`config.mk`:
```
export PLATFORM = sky130hd
export DESIGN_NAME = accel_job_ctrl
export DESIGN_NICKNAME = d
export VERILOG_FILES = /design/src/rtl/accel_core_pkg.sv /design/src/rtl/accel_job_wdog.sv /design/src/rtl/accel_job_ctrl.sv
export SDC_FILE = /design/constraint.sdc
export NUM_CORES = 1
export LEC_CHECK = 0
export CORE_AREA = 4 4 89 91
export CTS_CLUSTER_DIAMETER = 30
export DETAILED_ROUTE_END_ITERATION = 8
export DIE_AREA = 0 0 93 95
export PLACE_DENSITY = 0.87
export SLEW_MARGIN = 15
export SYNTH_ARGS = -nofsm -noshare
export SYNTH_HDL_FRONTEND = slang
export SYNTH_SLANG_ARGS = --single-unit
```
`constraint.sdc`:
```
create_clock -name aclk -period 5.4 [get_ports aclk]
set_input_delay 0.81 -clock aclk [delete_from_list [all_inputs] [get_ports aclk]]
set_output_delay 0.81 -clock aclk [all_outputs]
set_load 0.05 [all_outputs]
```
`src/rtl/accel_core_pkg.sv`:
```
// Shared types for the accelerator job controller: FSM states and error codes.
package accel_core_pkg;

  typedef enum logic [2:0] {
    ST_IDLE  = 3'd0,
    ST_RUN   = 3'd1,
    ST_DRAIN = 3'd2,
    ST_DONE  = 3'd3,
    ST_ERR   = 3'd4
  } state_t;

  typedef enum logic [1:0] {
    ERR_NONE     = 2'd0,
    ERR_ZERO_LEN = 2'd1,
    ERR_ABORT    = 2'd2,
    ERR_TIMEOUT  = 2'd3
  } err_code_t;

  function automatic logic is_active(state_t s);
    return (s == ST_RUN) || (s == ST_DRAIN);
  endfunction

endpackage

```
`src/rtl/accel_job_wdog.sv`:
```
// Stall watchdog: counts consecutive active cycles without a beat and flags
// expiry on the TIMEOUT_CYCLES-th one.
module accel_job_wdog #(
  parameter int TIMEOUT_CYCLES = 1024
) (
  input  logic aclk,
  input  logic aresetn,
  input  logic active,
  input  logic kick,
  output logic expired
);

  localparam int W = $clog2(TIMEOUT_CYCLES + 1);

  logic [W-1:0] idle_q;

  assign expired = active && !kick && (idle_q == W'(TIMEOUT_CYCLES - 1));

  always_ff @(posedge aclk or negedge aresetn) begin
    if (!aresetn) begin
      idle_q <= '0;
    end else if (!active || kick) begin
      idle_q <= '0;
    end else begin
      idle_q <= idle_q + W'(1);
    end
  end

endmodule

```
`src/rtl/accel_job_ctrl.sv`:
```
// Job controller moving cfg_len beats from input buffer through the core into
// the output buffer. Define ACCEL_JOB_CTRL_TIMEOUT_EN to add the stall watchdog.
module accel_job_ctrl
  import accel_core_pkg::*;
#(
  parameter int CNT_WIDTH      = 16,
  parameter int TIMEOUT_CYCLES = 1024
) (
  input  logic                 aclk,
  input  logic                 aresetn,
  input  logic                 cfg_start,
  input  logic                 cfg_abort,
  input  logic [CNT_WIDTH-1:0] cfg_len,
  input  logic                 input_buff_empty,
  input  logic                 output_buff_full,
  output logic                 in_rd_en,
  output logic                 core_in_valid,
  input  logic                 core_in_ready,
  input  logic                 core_out_valid,
  output logic                 core_out_ready,
  output logic                 out_wr_en,
  output logic                 busy,
  output logic                 done,
  output logic                 err,
  output logic [1:0]           err_code,
  output logic                 irq
);

  state_t               state_q, state_d;
  err_code_t            err_code_q, err_code_d;
  logic [CNT_WIDTH-1:0] len_q, in_cnt_q, out_cnt_q, in_cnt_nx, out_cnt_nx;
  logic                 done_q, err_q, irq_q, core_in_valid_q;
  logic                 active, start_ok, wdog_expired;

  assign active     = is_active(state_q);
  assign start_ok   = (state_q == ST_IDLE) && cfg_start;
  assign in_cnt_nx  = in_cnt_q + CNT_WIDTH'(in_rd_en);
  assign out_cnt_nx = out_cnt_q + CNT_WIDTH'(out_wr_en);

`ifdef ACCEL_JOB_CTRL_TIMEOUT_EN
  accel_job_wdog #(
    .TIMEOUT_CYCLES(TIMEOUT_CYCLES)
  ) u_wdog (
    .aclk    (aclk),
    .aresetn (aresetn),
    .active  (active),
    .kick    (in_rd_en || out_wr_en),
    .expired (wdog_expired)
  );
`else
  logic unused_timeout;
  assign wdog_expired   = 1'b0;
  assign unused_timeout = (TIMEOUT_CYCLES != 0);
`endif

  always_ff @(posedge aclk or negedge aresetn) begin
    if (!aresetn) begin
      state_q <= ST_IDLE;
    end else begin
      state_q <= state_d;
    end
  end

  // Abort outranks timeout, which outranks completion in the same cycle.
  always_comb begin
    state_d    = state_q;
    err_code_d = err_code_q;
    case (state_q)
      ST_IDLE: begin
        if (cfg_start) begin
          if (cfg_len == '0) begin
            state_d    = ST_ERR;
            err_code_d = ERR_ZERO_LEN;
          end else begin
            state_d    = ST_RUN;
            err_code_d = ERR_NONE;
          end
        end
      end
      ST_RUN, ST_DRAIN: begin
        if (cfg_abort) begin
          state_d    = ST_ERR;
          err_code_d = ERR_ABORT;
        end else if (wdog_expired) begin
          state_d    = ST_ERR;
          err_code_d = ERR_TIMEOUT;
        end else if ((in_cnt_nx == len_q) && (out_cnt_nx == len_q)) begin
          state_d = ST_DONE;
        end else if ((state_q == ST_RUN) && (in_cnt_nx == len_q)) begin
          state_d = ST_DRAIN;
        end
      end
      default: state_d = ST_IDLE;
    endcase
  end

  always_comb begin
    busy           = active;
    in_rd_en       = (state_q == ST_RUN) && !input_buff_empty && core_in_ready &&
                     (in_cnt_q < len_q);
    core_out_ready = active && !output_buff_full && (out_cnt_q < len_q);
    out_wr_en      = core_out_valid && core_out_ready;
  end

  always_ff @(posedge aclk or negedge aresetn) begin
    if (!aresetn) begin
      len_q           <= '0;
      in_cnt_q        <= '0;
      out_cnt_q       <= '0;
      done_q          <= 1'b0;
      err_q           <= 1'b0;
      irq_q           <= 1'b0;
      core_in_valid_q <= 1'b0;
      err_code_q      <= ERR_NONE;
    end else begin
      core_in_valid_q <= in_rd_en;
      err_code_q      <= err_code_d;
      irq_q           <= (state_d == ST_DONE) || (state_d == ST_ERR);
      if (start_ok) begin
        len_q     <= cfg_len;
        in_cnt_q  <= '0;
        out_cnt_q <= '0;
        done_q    <= 1'b0;
        err_q     <= (cfg_len == '0);
      end else begin
        in_cnt_q  <= in_cnt_nx;
        out_cnt_q <= out_cnt_nx;
        if (state_d == ST_DONE) done_q <= 1'b1;
        if (state_d == ST_ERR)  err_q  <= 1'b1;
      end
    end
  end

  assign core_in_valid = core_in_valid_q;
  assign done          = done_q;
  assign err           = err_q;
  assign err_code      = err_code_q;
  assign irq           = irq_q;

endmodule

```
==> impl_metrics.csv, run 1 <==
group,metric,value,unit
sta,period_share,92.4,%
pwr,power.density,356,nW/um^2
detailed_routing,drc,0,
detailed_routing,dr.pass1.iters,5,
floorplanning,die-area,8840,um^2
yosys,syn_nets,498,
worst_hold_path,hold_path.class,"flop to flop",
global_route,first_global_vias,3496,
setup_path,critical-path-max-stage-delay,530,ps
setup_path,worstSetupEndpointType,"flop",
cells_and_area,finalInstanceArea,4680,um^2
setup_path,path_max_fanout,8,
floorplanning,boundaryPins,34,
detailed_routing,drtAntennaViolNets,0,
sta,setup_violations,0,
sta,hold_viol,0,
clocking,clkTransAtPathRegs,80,ps
cells_and_area,final_nets,523,
cells_and_area,finish.utilization,65.6,%
sta,fin_crit,4990,ps
cells_and_area,num_antenna_cells,0,
placed_design,post_dp_cell_area,4490,um^2
setup_path,cp_slowest_cell,"or4_4",
detailed_routing,vias,3556,
setup_path,critical_path.top_delay_family,"compound AO/OA/AOI/OAI gates",
pwr,p_int,0.000997,W
global_route,grt_overflow_total,0,
clocking,cts_setup_buffers,0,
floorplanning,core,7140,um^2
pwr,finalPower,0.00166,W
job,cap_violations,0,
pwr,p_sw_share,40.1,%
yosys,ys_seq_area_share,34.7,%
floorplanning,die_w,93,um
placed_design,preCtsSetupSlack,356,ps
clocking,cts-htree-levels,3,
detailed_routing,drt-wirelength-per-cell,18.9,um
yosys,synth_flop_cell,"dfrtp_1",
pwr,leakagePower,2.02,nW
global_route,grt_usage,25.6,%
sta,fmax,0.200,GHz
setup_path,critPathKind,"flop to flop",
cells_and_area,final-seq-area,1430,um^2
yosys,syn_inst,440,
placed_design,gp_congestion,1.03,
yosys,ys_warn_count,0,
cells_and_area,area_growth,13.8,%
sta,rsz0062_at_grt,"no",
yosys,ys_seq_elements,57,
clocking,hold_buffers,0,
placed_design,port_buffers,33,
clocking,ctsResizeCount,0,
clocking,cts.root.buffer_cell,"clkbuf_8",
pwr,pwr-share-clk,24.6,%
status,status,"completed",
pwr,power.share.sequential,36.1,%
yosys,synthArstFlopShare,100,%
yosys,synth_area,4120,um^2
sta,slew_viol_final,0,
detailed_routing,totalWireLength,10800,um
setup_path,crit_arrival,5260,ps
clocking,cts_tree,"yes",
clocking,cts_buffers,9,
sta,fin_skew,10.9,ps
setup_path,path_buf_inv,1,
floorplanning,num_rows,31,
sta,fin_tns_setup,0,ps
sta,slew_headroom,52.0,%
cells_and_area,nFillCells,597,
global_route,antenna_found_initial,0,
yosys,synth_edf_count,0,
detailed_routing,avgViaCountPerCell,6.25,
setup_path,worstPathCellList,"inv_1 > ha_1 > a21o_1 > a21o_1 > a211o_1 > a21oi_1 > o21ai_0 > a21oi_1 > ha_1 > ha_1 > nand2_1 > o311ai_0 > nand4_1 > or4_4 > nor4_4 > nand4_1 > a21oi_1",
clocking,clk_latency,350,ps
placed_design,dp_hpwl,8010,um
global_route,grt_max_degree,58,
floorplanning,die_y,95,um
clocking,cts_buffer_depth,2,
clocking,cts.sink_count,57,
yosys,synth.distinct_cells,63,
cells_and_area,multi_input_area,2510,um^2
setup_path,cp-start-kind,"flop",
pwr,ir_drop,0.000154,V
yosys,avgSynthCellArea,9.35,um^2
detailed_routing,initialDrtViolationCount,318,
cells_and_area,drive_above_1_share,8.72,%
sta,tightest_slew,720,ps
pwr,p_sw,0.000668,W
floorplanning,start_util,57.7,%
global_route,grt_pass1_wl,17400,um
setup_path,critical_path_required,5670,ps
sta,final.setup.worst_slack,412,ps
pwr,combPwrFrac,39.3,%
[registers in the layout, indices dropped and copies added (netlist names)]
register       count
irq                1
err                1
len_q             16
core_in_valid      1
in_cnt_q          16
err_code           2
out_cnt_q         16
state_q            3
done               1
[metal layers]
| metal | up-vias | part of all wire [%] | GRT usage (%) |
|---|---|---|---|
| met4 | 0 | 2.6 | 9.16 |
| met5 | - | 0 | 0 |
| met3 | 28 | 7.0 | 4.78 |
| met1 | 1700 | 40 | 32.6 |
| met2 | 171 | 50 | 43.7 |
| li1 | 1657 | - | - |
[cell type report]
class / instances / area share [%]
multi-input combinational: 339 / 53.5
sequential: 57 / 30.5
timing repair buffer: 36 / 7.43
clock buffer: 10 / 2.73
tap: 99 / 2.65
inverter: 22 / 1.76
clock inverter: 6 / 1.44
[through the flow]
stage | cells | hold WS [ps]
5_1_grt | 569 | 529
6_report | 569 | 491
3_3_place_gp | 553 | 464
3_5_place_dp | 553 | 471
4_1_cts | 569 | 491
2_1_floorplan | 440 | 476
[cell usage in the layout (no fill, tap or decap), types with 9 or more instances in the layout]
cell	count
nor4_1	9
ha_1	34
nor2b_1	12
nor2_1	38
nand4_1	21
nand2_1	28
clkbuf_8	9
xor2_1	17
dfrtp_1	57
inv_1	22
clkdlybuf4s50_1	32
o21ai_0	21
a21oi_1	20
a21o_1	10
xnor2_1	26
nand3_1	14
[cell usage after synthesis (2+ instances only)]
cell type   n  share of area (%)
dfrtp_1    57                 35
nor2_1     38                3.5
ha_1       34                 10
nand2_1    28                2.6
xnor2_1    26                5.5
inv_1      22                2.0
nand4_1    21                3.2
o21ai_0    21                2.6
a21oi_1    20                2.4
xor2_1     17                3.6
nand3_1    14                1.7
nor2b_1    12                1.8
a21o_1     10                1.8
clkbuf_1   10               0.91
nor4_1      9                1.4
buf_2       8               0.97
a31oi_1     7                1.1
nor3_1      7               0.85
nand2b_1    6               0.91
and4_1      4               0.85
nor4_2      4                1.2
a2111oi_0   3               0.64
a211oi_1    3               0.55
o2111ai_1   3               0.64
o211ai_1    3               0.55
o21bai_1    3               0.55
or3_1       3               0.46
xnor3_1     3                1.6
a211o_1     2               0.43
and3_1      2               0.30
and3_2      2               0.36
clkbuf_2    2               0.24
nor4b_1     2               0.43
o21a_1      2               0.36
o22ai_1     2               0.30
o41ai_1     2               0.43
or4_2       2               0.43
[worst paths after layout]
kind | from | endpoint | slack, ps | cells after the start
min in group asynchronous | aresetn | out_cnt_q[2] | 600 | 2
hold reg to reg | err_code[0] | err_code[0] | 490 | 1
setup reg to reg | len_q[1] | done | 410 | 17
max in group asynchronous | aresetn | in_cnt_q[4] | 4330 | 2
setup / recovery | len_q[1] | done | 410 | 17
hold / removal | err_code[0] | err_code[0] | 490 | 1
[power groups by stage]
stage / logic [W] / registers (W) / clock network [W]
after floorplan: 0.000442 / 0.000596 / 0
after global placement: 0.000621 / 0.000599 / 0
after detailed placement: 0.000646 / 0.000605 / 0
after CTS: 0.000651 / 0.000597 / 0.000414
after global routing: 0.000717 / 0.000611 / 0.000434
final: 0.000654 / 0.000601 / 0.000410
[logic make-up after synthesis]
logic type      Yosys count  share of synthesized area, %
compound gates           92                          15.1
xor+xnor                 48                          12.0
fa+ha+maj                34                          10.3
buf+inv                  44                          4.59
flops                    57                          34.7
mux                       1                         0.274
simple gates            164                          23.0
Note: power is estimated with default switching activity, not from simulation.
==> inputs of run 2 (changes only) <==
--- a/config.mk
+++ b/config.mk
@@ -5,11 +5,12 @@
 export SDC_FILE = /design/constraint.sdc
 export NUM_CORES = 1
 export LEC_CHECK = 0
-export CORE_AREA = 4 4 89 91
+export CAP_MARGIN = 40
+export CORE_AREA = 4 4 101 103
 export CTS_CLUSTER_DIAMETER = 30
 export DETAILED_ROUTE_END_ITERATION = 8
-export DIE_AREA = 0 0 93 95
-export PLACE_DENSITY = 0.87
+export DIE_AREA = 0 0 105 107
+export PLACE_DENSITY = 0.71
 export SLEW_MARGIN = 15
 export SYNTH_ARGS = -nofsm -noshare
 export SYNTH_HDL_FRONTEND = slang
==> run 2 against run 1 <==
Compared with the run above: sequential share of layout area fell by 0.097 points; wire length shrank 2.5%; maximum frequency grew 3.7%; critical path depth is the same; non-clock buffer count stayed put; clock skew up 2.2 ps; largest cell class unchanged.
==> impl_metrics.csv, run 2 (same netlist as run 1, synthesis figures left out) <==
group,metric,value,unit
floorplanning,start_util,44.7,%
floorplanning,core,9200,um^2
placed_design,gp_congestion,0.975,
clocking,cts-htree-levels,3,
detailed_routing,wl_met2,5070,um
global_route,grt_usage,19.6,%
sta,slew_headroom,49.6,%
clocking,clkTransAtPathRegs,70,ps
cells_and_area,area_growth,14.1,%
sta,setup_violations,0,
setup_path,cp-start-kind,"flop",
pwr,ir_drop,0.000174,V
detailed_routing,drc,0,
detailed_routing,initialDrtViolationCount,169,
detailed_routing,vias,3417,
sta,slew_viol_final,0,
placed_design,place_inst,565,
pwr,combPwrFrac,39.0,%
job,cap_violations,0,
pwr,power.density,350,nW/um^2
global_route,grt_overflow_total,0,
clocking,hold_buffers,0,
sta,fin_crit,4810,ps
sta,hold_viol,0,
floorplanning,die-area,11200,um^2
floorplanning,num_rows,35,
floorplanning,boundaryPins,34,
setup_path,crit_arrival,5080,ps
clocking,cts.sink_count,57,
cells_and_area,reg.largest.list,"in_cnt_q: 16 flops, len_q: 16 flops, out_cnt_q: 16 flops",
clocking,ctsResizeCount,0,
cells_and_area,layout_commonest_cell,"dfrtp_1",
detailed_routing,totalWireLength,10500,um
sta,period_share,89.1,%
sta,rsz0062_at_grt,"no",
detailed_routing,dr_wl_met3,475,um
clocking,cts_tree,"yes",
detailed_routing,drtAntennaViolNets,0,
sta,fin_tns_setup,0,ps
pwr,p_sw_share,38.9,%
cells_and_area,num_antenna_cells,0,
setup_path,critPathKind,"flop to flop",
floorplanning,die_w,105,um
global_route,first_global_vias,3352,
global_route,antenna_found_initial,0,
detailed_routing,routed.top_layer,"met4",
clocking,cts.root.buffer_cell,"clkbuf_8",
cells_and_area,mostFrequentLayoutCells,"dfrtp_1 (57), nor2_1 (38), ha_1 (34)",
global_route,grt_pass1_wl,17400,um
pwr,pwr-share-clk,24.5,%
cells_and_area,instances_no_fill,581,
sta,fmax,0.208,GHz
clocking,cts_buffers,9,
sta,final.setup.worst_slack,588,ps
pwr,power.share.sequential,36.5,%
setup_path,worstSetupEndpointType,"flop",
sta,fin_skew,13.1,ps
pwr,leakagePower,2.03,nW
status,status,"completed",
pwr,finalPower,0.00164,W
clocking,clk_latency,350,ps
floorplanning,die_y,107,um
pwr,p_int,0.00100,W
placed_design,port_buffers,33,
cells_and_area,final_nets,523,
setup_path,critical_path_required,5670,ps
sta,hold_ws,501,ps
placed_design,dp_hpwl,7920,um
detailed_routing,drt-met1-wl,4560,um
detailed_routing,dr.pass1.iters,5,
detailed_routing,drt-wirelength-per-cell,18.0,um
clocking,cts_buffer_depth,2,
cells_and_area,drive_above_1_share,8.94,%
pwr,p_sw,0.000640,W
sta,tightest_slew,756,ps
detailed_routing,avgViaCountPerCell,5.88,
global_route,grt_max_degree,58,
clocking,cts_setup_buffers,0,
setup_path,path_max_fanout,8,
worst_hold_path,hold_path.class,"flop to flop",
placed_design,preCtsSetupSlack,409,ps
run 2: cell count changes in the layout (fill, tap and decap cells not counted), sizes merged:
cell	delta
inv	-1
clkinvlp	-1
clkinv	+2
run 2: critical path, stage by stage, from the launching register on:
cell and delay, ps:
dfrtp_1 400, inv_1 100, ha_1 290, a21o_1 150, a21o_1 170, a211o_1 300
a21oi_1 120, o21ai_0 100, a21oi_1 300, ha_1 300, ha_1 340, nand2_1 270
o311ai_0 480, nand4_1 160, or4_4 530, nor4_4 380, nand4_1 170, a21oi_1 180
run 2: final cells by class:
class,count,area (um^2)
multi-input combinational,339,2510
inverter,22,82.6
fill,840,4500
sequential,57,1430
tap,111,139
timing repair buffer,36,348
clock inverter,6,57.6
clock buffer,10,138
run 2: worst paths after layout:
check / start / end / slack, ps / cells past startpoint
setup / recovery: len_q[1] / done / 590 / 17
hold / removal: err_code[0] / err_code[0] / 500 / 1
setup reg to reg: len_q[1] / done / 590 / 17
hold reg to reg: err_code[0] / err_code[0] / 500 / 1
max in group asynchronous: aresetn / in_cnt_q[6] / 4280 / 2
min in group asynchronous: aresetn / err / 600 / 2
run 2: power groups by stage:
stage               registers [W]  logic, W  clock network, W
detailed placement       0.000605  0.000639                 0
floorplan                0.000596  0.000442                 0
global placement         0.000603  0.000633                 0
finish                   0.000600  0.000642          0.000403
CTS                      0.000599  0.000645          0.000412
global route             0.000612  0.000709          0.000432
run 2: layer usage:
layer  global-route usage (%)  up-vias
li1                         -     1649
met1                     25.9     1653
met2                     30.9       91
met3                     4.27       24
met4                     8.53        0
met5                        0        -
run 2: through the flow:
stage / cell area, um^2 / utilization [%]
floorplan: 4120 / -
global placement: 4500 / 49.0
detailed placement: 4500 / 49.0
CTS: 4700 / 51.1
global route: 4700 / 51.1
finish: 4700 / 51.1
==> inputs of run 3 (changes only) <==
--- a/config.mk
+++ b/config.mk
@@ -11,6 +11,7 @@
 export DETAILED_ROUTE_END_ITERATION = 8
 export DIE_AREA = 0 0 105 107
 export PLACE_DENSITY = 0.71
+export SETUP_SLACK_MARGIN = 0.05
 export SLEW_MARGIN = 15
 export SYNTH_ARGS = -nofsm -noshare
 export SYNTH_HDL_FRONTEND = slang
==> results of run 3 <==
Final layout, timing and power as in run 2 (identical DEF).
